## src/rtl/jtag_master.sv

```systemverilog
`timescale 1ns/1ps
`default_nettype none
// -----------------------------------------------------------------------------
// jtag_master: turns reset / shift-IR / shift-DR / idle-clock commands into
//              TAP pin sequences (TCK, TMS, TDI, TRST) and captures TDO.
// Revision: 1.0
// -----------------------------------------------------------------------------
module jtag_master #(
    parameter int CLK_DIV = 2,
    parameter int IR_LEN  = 4,
    parameter int DR_MAX  = 32
) (
    input  logic              clk,
    input  logic              rst_n,
    input  logic              cmd_valid,
    output logic              cmd_ready,
    input  logic [1:0]        cmd_op,
    input  logic [5:0]        cmd_len,
    input  logic [DR_MAX-1:0] cmd_data,
    output logic              rsp_valid,
    input  logic              rsp_ready,
    output logic [DR_MAX-1:0] rsp_data,
    output logic              busy,
    output logic              TCK,
    output logic              TMS,
    output logic              TDI,
    output logic              TRST,
    input  logic              TDO
);

    localparam int DW = (CLK_DIV > 1) ? $clog2(CLK_DIV) : 1;
    localparam int IW = $clog2(DR_MAX);
    localparam logic [DW-1:0] DIV_LAST = DW'(CLK_DIV - 1);

    localparam logic [1:0] OP_RESET = 2'd0;
    localparam logic [1:0] OP_IR    = 2'd1;
    localparam logic [1:0] OP_DR    = 2'd2;
    localparam logic [1:0] OP_IDLE  = 2'd3;

    typedef enum logic [2:0] {
        ST_INIT  = 3'd0,
        ST_IDLE  = 3'd1,
        ST_HDR   = 3'd2,
        ST_SHIFT = 3'd3,
        ST_TRL   = 3'd4,
        ST_RESP  = 3'd5
    } state_t;

    state_t            state;
    logic [5:0]        cnt;
    logic [DW-1:0]     div;
    logic [1:0]        op;
    logic [5:0]        nbits;
    logic [DR_MAX-1:0] data;

    state_t     nx_state;
    logic [5:0] nx_cnt;
    logic       nx_tms, nx_trst, nx_tdi;

    state_t     st_state;
    logic [5:0] st_nbits;
    logic       st_tms, st_trst;

    function automatic logic [5:0] hdr_len(input logic [1:0] o);
        case (o)
            OP_RESET: return 6'd6;
            OP_IR:    return 6'd4;
            OP_DR:    return 6'd3;
            default:  return 6'd0;
        endcase
    endfunction

    function automatic logic hdr_tms(input logic [1:0] o, input logic [5:0] c);
        case (o)
            OP_RESET: return c < 6'd5;
            OP_IR:    return c < 6'd2;
            OP_DR:    return c == 6'd0;
            default:  return 1'b0;
        endcase
    endfunction

    // Position and pin values of the TCK period that follows the current one.
    always_comb begin
        nx_state = state;
        nx_cnt   = cnt + 6'd1;
        case (state)
            ST_INIT:  if (cnt == 6'd5) nx_state = ST_IDLE;
            ST_HDR:   if (cnt == hdr_len(op) - 6'd1) begin
                          nx_cnt   = 6'd0;
                          nx_state = (op == OP_RESET) ? ST_RESP : ST_SHIFT;
                      end
            ST_SHIFT: if (cnt == nbits - 6'd1) begin
                          nx_cnt   = 6'd0;
                          nx_state = (op == OP_IDLE) ? ST_RESP : ST_TRL;
                      end
            ST_TRL:   if (cnt == 6'd1) begin
                          nx_cnt   = 6'd0;
                          nx_state = ST_RESP;
                      end
            default:  ;
        endcase

        nx_tms  = 1'b0;
        nx_trst = 1'b1;
        nx_tdi  = 1'b0;
        case (nx_state)
            ST_INIT: begin
                nx_tms  = nx_cnt < 6'd5;
                nx_trst = !(nx_cnt < 6'd5);
            end
            ST_HDR: begin
                nx_tms  = hdr_tms(op, nx_cnt);
                nx_trst = !(op == OP_RESET && nx_cnt < 6'd5);
            end
            ST_SHIFT: if (op != OP_IDLE) begin
                nx_tms = (nx_cnt == nbits - 6'd1);
                nx_tdi = data[nx_cnt[IW-1:0]];
            end
            ST_TRL:  nx_tms = (nx_cnt == 6'd0);
            default: ;
        endcase
    end

    // First period of a freshly accepted command.
    always_comb begin
        case (cmd_op)
            OP_IR:   st_nbits = 6'(IR_LEN);
            OP_DR:   st_nbits = (cmd_len == 6'd0) ? 6'd1 :
                                (cmd_len > 6'(DR_MAX)) ? 6'(DR_MAX) : cmd_len;
            OP_IDLE: st_nbits = cmd_len;
            default: st_nbits = 6'd0;
        endcase
        st_state = ST_HDR;
        st_tms   = hdr_tms(cmd_op, 6'd0);
        st_trst  = (cmd_op != OP_RESET);
        if (cmd_op == OP_IDLE) begin
            st_state = (cmd_len == 6'd0) ? ST_RESP : ST_SHIFT;
            st_tms   = 1'b0;
            st_trst  = 1'b1;
        end
    end

    always_ff @(posedge clk or negedge rst_n) begin
        if (!rst_n) begin
            state     <= ST_INIT;
            cnt       <= 6'd0;
            div       <= '0;
            op        <= OP_RESET;
            nbits     <= 6'd0;
            data      <= '0;
            TCK       <= 1'b0;
            TMS       <= 1'b1;
            TDI       <= 1'b0;
            TRST      <= 1'b0;
            cmd_ready <= 1'b0;
            busy      <= 1'b1;
            rsp_valid <= 1'b0;
            rsp_data  <= '0;
        end else begin
            case (state)
                ST_IDLE: if (cmd_valid) begin
                    op        <= cmd_op;
                    data      <= cmd_data;
                    nbits     <= st_nbits;
                    rsp_data  <= '0;
                    cmd_ready <= 1'b0;
                    busy      <= 1'b1;
                    state     <= st_state;
                    cnt       <= 6'd0;
                    div       <= '0;
                    TMS       <= st_tms;
                    TRST      <= st_trst;
                    TDI       <= 1'b0;
                    if (st_state == ST_RESP) rsp_valid <= 1'b1;
                end
                ST_RESP: if (rsp_ready) begin
                    rsp_valid <= 1'b0;
                    cmd_ready <= 1'b1;
                    busy      <= 1'b0;
                    state     <= ST_IDLE;
                end
                default: begin
                    if (div != DIV_LAST) begin
                        div <= div + DW'(1);
                    end else begin
                        div <= '0;
                        if (!TCK) begin
                            TCK <= 1'b1;
                            if (state == ST_SHIFT && op != OP_IDLE)
                                rsp_data[cnt[IW-1:0]] <= TDO;
                        end else begin
                            // Period boundary: TCK falls and the next bits launch together.
                            TCK   <= 1'b0;
                            state <= nx_state;
                            cnt   <= nx_cnt;
                            TMS   <= nx_tms;
                            TRST  <= nx_trst;
                            TDI   <= nx_tdi;
                            if (nx_state == ST_IDLE) begin
                                cmd_ready <= 1'b1;
                                busy      <= 1'b0;
                            end
                            if (nx_state == ST_RESP) rsp_valid <= 1'b1;
                        end
                    end
                end
            endcase
        end
    end

endmodule
`default_nettype wire

```

## config.mk

```make
export PLATFORM = sky130hd
export DESIGN_NAME = jtag_master
export DESIGN_NICKNAME = d
export VERILOG_FILES = /design/src/rtl/jtag_master.sv
export SDC_FILE = /design/constraint.sdc
export NUM_CORES = 1
export LEC_CHECK = 0
export BUFFER_PORTS_ARGS = -buffer_cell sky130_fd_sc_hd__buf_2
export CAP_MARGIN = 0
export CORE_MARGIN = 2
export CORE_UTILIZATION = 55
export CTS_BUF_LIST = sky130_fd_sc_hd__clkbuf_4 sky130_fd_sc_hd__clkbuf_8
export CTS_CLUSTER_SIZE = 16
export DETAILED_ROUTE_END_ITERATION = 12
export GPL_ROUTABILITY_DRIVEN = 0
export GPL_TIMING_DRIVEN = 0
export HOLD_SLACK_MARGIN = 0.1
export MAX_ROUTING_LAYER = met4
export PLACE_DENSITY = 0.9
export SLEW_MARGIN = 20
export SYNTH_ARGS = -nofsm -noshare
export SYNTH_HDL_FRONTEND = slang
export SYNTH_SLANG_ARGS = --single-unit
```

## constraint.sdc

```tcl
create_clock -name clk -period 3.17 [get_ports clk]
set_input_delay 0 -clock clk [delete_from_list [all_inputs] [get_ports clk]]
set_output_delay 0 -clock clk [all_outputs]
set_load 0.05 [all_outputs]
```

# Word-level counts from Yosys, hierarchy flattened
# Cells that the tools add are included.
# W data, S select, Z words.
totals:
  register_bits: 89
  inputBits: 45
  output_inout_bits: 39
  word_cells: 160
op_classes:
  addsub: 4
  magnitude_cmp: 6
  n_eq_ne: 27
  n_mux: 78
  bitwise_logic: 2
  n_reduce_logical: 29
ops:
  columns: ["operator", "count"]
  rows:
  - ["$mux W32", 4]
  - ["$pmux W32 S2", 1]
  - ["$mux W6", 9]
  - ["$pmux W6 S3", 2]
  - ["$mux W1", 34]
  - ["$mux W3", 11]
  - ["$bwmux W32", 1]
  - ["$eq A6 B6 Y1", 3]
  - ["$pmux W1 S2", 8]
  - ["$eq A3 B3 Y1 const B", 5]
  - ["$eq A3 B2 Y1 const B", 4]
  - ["$logic_not A6 Y1", 2]
  - ["$lt A5 B6 Y1 const B", 2]
  - ["$pmux W3 S4", 1]
  - ["$pmux W6 S2", 1]
  - ["$reduce_bool A3 Y1", 4]
  - ["$sub A6 B1 Y6 const B", 2]
  - ["$reduce_and A5 Y1", 2]
  - ["$pmux W3 S3", 1]
  - ["$eq A2 B2 Y1 const B", 4]
  - ["$ne A2 B2 Y1 const B", 4]
  - ["$reduce_and A4 Y1", 2]
  - ["$reduce_bool A2 Y1", 4]
  - ["$add A6 B1 Y6 const B", 1]
  - ["other kinds (24)", 34]

# Longest topological paths before layout
logic_depth:
  word_depth: 14
  mapped_depth: 14
  depth_no_buf: 11

# Worst setup path after synthesis
# No wires, ideal clock.
synth_timing:
  kind: "reg2reg"
  start: "register nbits[0]"
  end: "register TDI"
  setup_time_ns: 0.122
  t_arrival_ns: 2.459
  t_required_ns: 3.048
  path_slack_ns: 0.589
  stages_incl_launch_ff: 12
  path_buffers: 0
  synth_period_minus_slack_ns: 2.581
  cell_sequence: "dfrtp_1 > inv_1 > ha_1 > nor3b_4 > xnor2_1 > nor4_4 > nand2_1 > a211oi_2 > nor4_1 > nand3_1 > a21oi_1 > a32o_1"
synth_via:
  elab_chain_cells: 11
  elab_cells_between_ends: 14
  classes_between: "add/sub: 1; eq/ne: 2; mux: 11"
synth_rtl:
  columns: ["item", "line_no", "text"]
  rows:
  - ["from (decl)", "53", "logic [5:0] nbits;"]
  - ["from (signal assigned)", "164", "nbits <= st_nbits;"]
  - ["$sub A6 B1 Y6 *", "92", "ST_SHIFT: if (cnt == nbits - 6'd1) begin"]
  - ["$eq A6 B6 Y1 *", "92", null]
  - ["$mux W6", "92", null]
  - ["$pmux W6 S3", "86", "case (state)"]
  - ["$bmux W1 S5", "117", "nx_tdi = data[nx_cnt[IW-1:0]];"]
  - ["$mux W1 (implied by the code)", "117", null]
  - ["$mux W1", "115", "ST_SHIFT: if (op != OP_IDLE) begin"]
  - ["$mux W1 *", "106", "case (nx_state)"]
  - ["$mux W1 *", "187", "if (!TCK) begin"]
  - ["$mux W1 *", "183", "if (div != DIV_LAST) begin"]
  - ["$pmux W1 S2 *", "160", "case (state)"]
  - ["to (signal assigned)", "198", "TDI <= nx_tdi;"]
  - ["to (decl)", "26", "output logic TDI,"]
# Every way passes the cells marked *; elsewhere a longest branch is shown, timed or not. The select of a mux whose other input is x is not followed.
# A chain may end at the register's enable or synchronous reset.

# Worst setup path after layout
# Ends and elaborated chain as after synthesis.

==> flow_metrics.py <==
metrics = {
    "run_status": {
        "outcome": "finished, final reports clean",
    },
    "sta": {
        "min_period_ns": 2.99,
        "fin_crit_sh_pct": 94.4,
        "hold_ws_ns": 0.110,
        "maxSlewViolCount": 0,
        "relSlewSlack_pct": 50.7,
        "rsz0062_at_grt": "no",
        "tns_ns": 0,
        "hold_viol": 0,
        "setup_viol": 0,
        "fin_skew_ns": 0.0193,
        "max_freq_mhz": 334,
        "worstMarginPinSlew_ns": 0.734,
    },
    "power_and_ir_drop": {
        "power.density_mw_per_mm2": 943,
        "clockPowerShare_pct": 12.8,
        "power.internal_mw": 3.11,
        "seqPwrFrac_pct": 30.4,
        "power_switching_mw": 2.90,
        "switching_share_pct": 48.2,
        "comb_power_share_pct": 56.8,
        "leakage_nw": 2.79,
        "peakVddDrop_uv": 475,
    },
    "clocking": {
        "cts_htree_levels": 3,
        "cts_buffers": 9,
        "tritoncts": "done",
        "clk_path_buf_depth": 2,
        "cts_sinks": 89,
        "clk_pin_slew_ns": 0.09,
        "clk_latency_ns": 0.38,
        "cts_root_buffer": "clkbuf_8",
    },
    "route": {
        "drt_iter0_drc": 655,
        "detailroute.via_count": 4997,
        "wirelength_um": 14500,
        "routedWlPerCell_um": 18.0,
        "drtAntennaViolNets": 0,
        "drc_errors": 0,
        "first_pass_iters": 6,
        "avgViaCountPerCell": 6.20,
    },
    "die": {
        "die_x_um": 101,
        "core_area_mm2": 0.00915,
        "ios": 84,
        "dieArea_mm2": 0.0101,
        "rows": 35,
        "start_util_pct": 56.0,
        "dieHeight_um": 101,
    },
    "synthesis": {
        "synth-xor-area-share_pct": 4.44,
        "synth_edf_count": 0,
        "synth-simple-area-share_pct": 15.6,
        "synth_top_area_cell": "dfrtp_1",
        "syn_avg_cell_area_um2": 9.31,
        "synth.most_common_cell": "dfrtp_1",
        "syn_inst": 551,
        "async_flop_share_pct": 100,
        "synth_area_leaders": "dfrtp_1, mux2_2, o21ai_0",
        "synthAdderAreaFrac_pct": 2.20,
        "ys_ff_latch": 89,
        "synth_top_area_share_pct": 42.4,
        "synth-compound-area-share_pct": 21.2,
        "yosys_warnings": 0,
        "muxShareOfSynthArea_pct": 9.15,
        "synth.net_count": 605,
        "synthDistinctLibCells": 62,
        "syn_area_mm2": 0.00513,
        "yosysSeqAreaShare_pct": 43.5,
        "synthFlopType": "dfrtp_1",
        "synth_commonest_cells": "dfrtp_1, o21ai_0, nand2_1",
        "synth_top_family_by_area": "compound AO/OA/AOI/OAI gates",
    },
    "worst_setup_path": {
        "r2r-start": "nbits[0]",
        "worstSetupStartpointType": "flop",
        "path_common_cell": "buf_4",
        "required_ns": 3.43,
        "worst_setup_path_end_kind": "flop",
        "reg2reg_to": "TDI",
        "regToRegSetupSlack_ns": 0.18,
        "slowest_stage": "dfrtp_1",
        "criticalPathCategory": "flop to flop",
        "cp_max_fo": 6,
        "cpPeakStageDelay_ns": 0.52,
        "cp_data_arrival_time_ns": 3.25,
        "cp_cell_sequence": "inv_1 -> ha_1 -> xnor2_2 -> xnor2_1 -> nor4_4 -> buf_4 -> buf_4 -> a21oi_2 -> mux2i_1 -> nor2_1 -> a311o_1 -> a32o_1",
        "r2r_cells": 12,
    },
    "grt": {
        "grt_pass1_vias": 4902,
        "grt_pass1_wl_um": 23700,
        "antenna_found_initial": 0,
        "grt_usage_pct": 30.7,
        "grt-ovfl-total": 0,
        "grt_max_degree": 51,
    },
    "layout": {
        "final_area_mm2": 0.00637,
        "layout-drive-gt1-share_pct": 23.9,
        "syn_to_final_growth_pct": 24.1,
        "stdcell_count": 806,
        "antenna_cells": 0,
        "nNetsFinal": 744,
        "fill_cells": 668,
    },
    "worst_hold_path": {
        "hold_end": "state[1]",
        "hold_depth": 5,
        "min_from": "rsp_ready",
        "hp-class": "primary input to flop",
    },
    "job": {
        "drv_cap": 0,
    },
    "placement": {
        "dpl-instance-area_mm2": 0.00571,
        "io_buffers": 83,
        "dp_hpwl_um": 9920,
        "dp_cells": 746,
    },
}
-- critical path: cells and delay by family (launching register included) --
family | cells | cell delay [ns]
AO/OA/AOI/OAI | 3 | 0.88
flip-flops | 1 | 0.52
XOR/XNOR | 2 | 0.47
buffers and inverters | 3 | 0.38
adder cells (fa/ha/maj) | 1 | 0.25
multiplexers | 1 | 0.25
AND/OR/NAND/NOR | 2 | 0.13
-- routing by layer --
| layer | routed length [µm] | GRT usage (%) |
|---|---|---|
| met1 | 5750 | 38.1 |
| met2 | 7430 | 50.5 |
| met3 | 1040 | 6.31 |
| met4 | 267 | 10.3 |
| met5 | 0 | - |
-- layout make-up --
cell class | count | area, µm² | share of cell area (%)
Timing Repair Buffer | 129 | 891 | 14.0
Clock inverter | 6 | 50.0 | 0.786
Inverter | 15 | 56.3 | 0.884
Multi-Input combinational cell | 410 | 2720 | 42.7
Buffer | 36 | 145 | 2.28
Tap cell | 111 | 139 | 2.18
Sequential cell | 89 | 2230 | 35.0
Clock buffer | 10 | 138 | 2.16
-- worst max path at each step --
stage                     startpoint     end  slack (ns)  cells after the start
after floorplan             nbits[0]     TDI        0.59                     11
after global placement      nbits[0]     TDI        0.23                     11
after detailed placement    nbits[0]     TDI        0.12                     11
after CTS                   nbits[0]     TDI        0.09                     11
after global routing          cnt[1]  cnt[3]        0.02                     13
final                       nbits[0]     TDI        0.18                     12
-- layout by cell type (no fill, tap or decap), types with 3 or more instances in the layout --
master          n
dfrtp_1        87
dlygate4sd3_1  43
nor4_1          3
clkbuf_8       10
nor2b_1         7
nand3_1        13
nand2b_1        7
xor2_1          5
or4_1           3
a32oi_1         3
mux4_2          3
ha_1            9
buf_2          89
clkbuf_1       25
mux2i_1         3
xnor2_1        19
a31oi_1        11
and3_1          5
o21ai_0        73
nor3_1         12
a21oi_1        44
buf_1           3
and2_1          5
a211oi_1        4
mux2_2         33
nand2_1        55
buf_4           3
inv_1          15
o21ai_1        14
o31ai_1         6
o22ai_1         3
nor2_1         28
-- cells by family (layout without fill, tap and decap cells) --
family / after synthesis / after routing
and+or+nand+nor: 154 / 154
muxes: 39 / 39
xor gates and xnor gates: 26 / 26
adders and majority gates: 9 / 9
DFF: 89 / 89
buffers and inverters: 52 / 196
AOI/OAI and AO/OA: 182 / 182
-- power by group through the flow --
| stage | logic [mW] | registers, mW | clock network [mW] |
|---|---|---|---|
| final | 3.41 | 1.83 | 0.770 |
| after global routing | 3.70 | 1.88 | 0.813 |
| after global placement | 3.10 | 1.81 | 0 |
| after CTS | 3.29 | 1.82 | 0.768 |
| after floorplan | 2.17 | 2.13 | 0 |
| after detailed placement | 3.25 | 1.84 | 0 |
-- metrics by stage --
step	util, %	power [mW]	setup slack, ns
2_1_floorplan	-	4.29	0.589
3_3_place_gp	62.1	4.91	0.234
3_5_place_dp	62.4	5.08	0.120
4_1_cts	69.2	5.88	0.0920
5_1_grt	69.6	6.39	0.0151
6_report	69.6	6.01	0.177
-- timing repair --
action	in CTS	in global routing
buffers inserted	0	2
gates resized for setup	0	5
endpoints found under the hold margin	132	0
hold buffers	43	0
setup endpoints to repair	0	6
-- sequential cells by signal (all words and copies together) (netlist names), 2 cells and up --
register and flops:
op 2, state 3, cnt 6, data 32, rsp_data 32, nbits 6
Power figures use the tool's default switching activity.
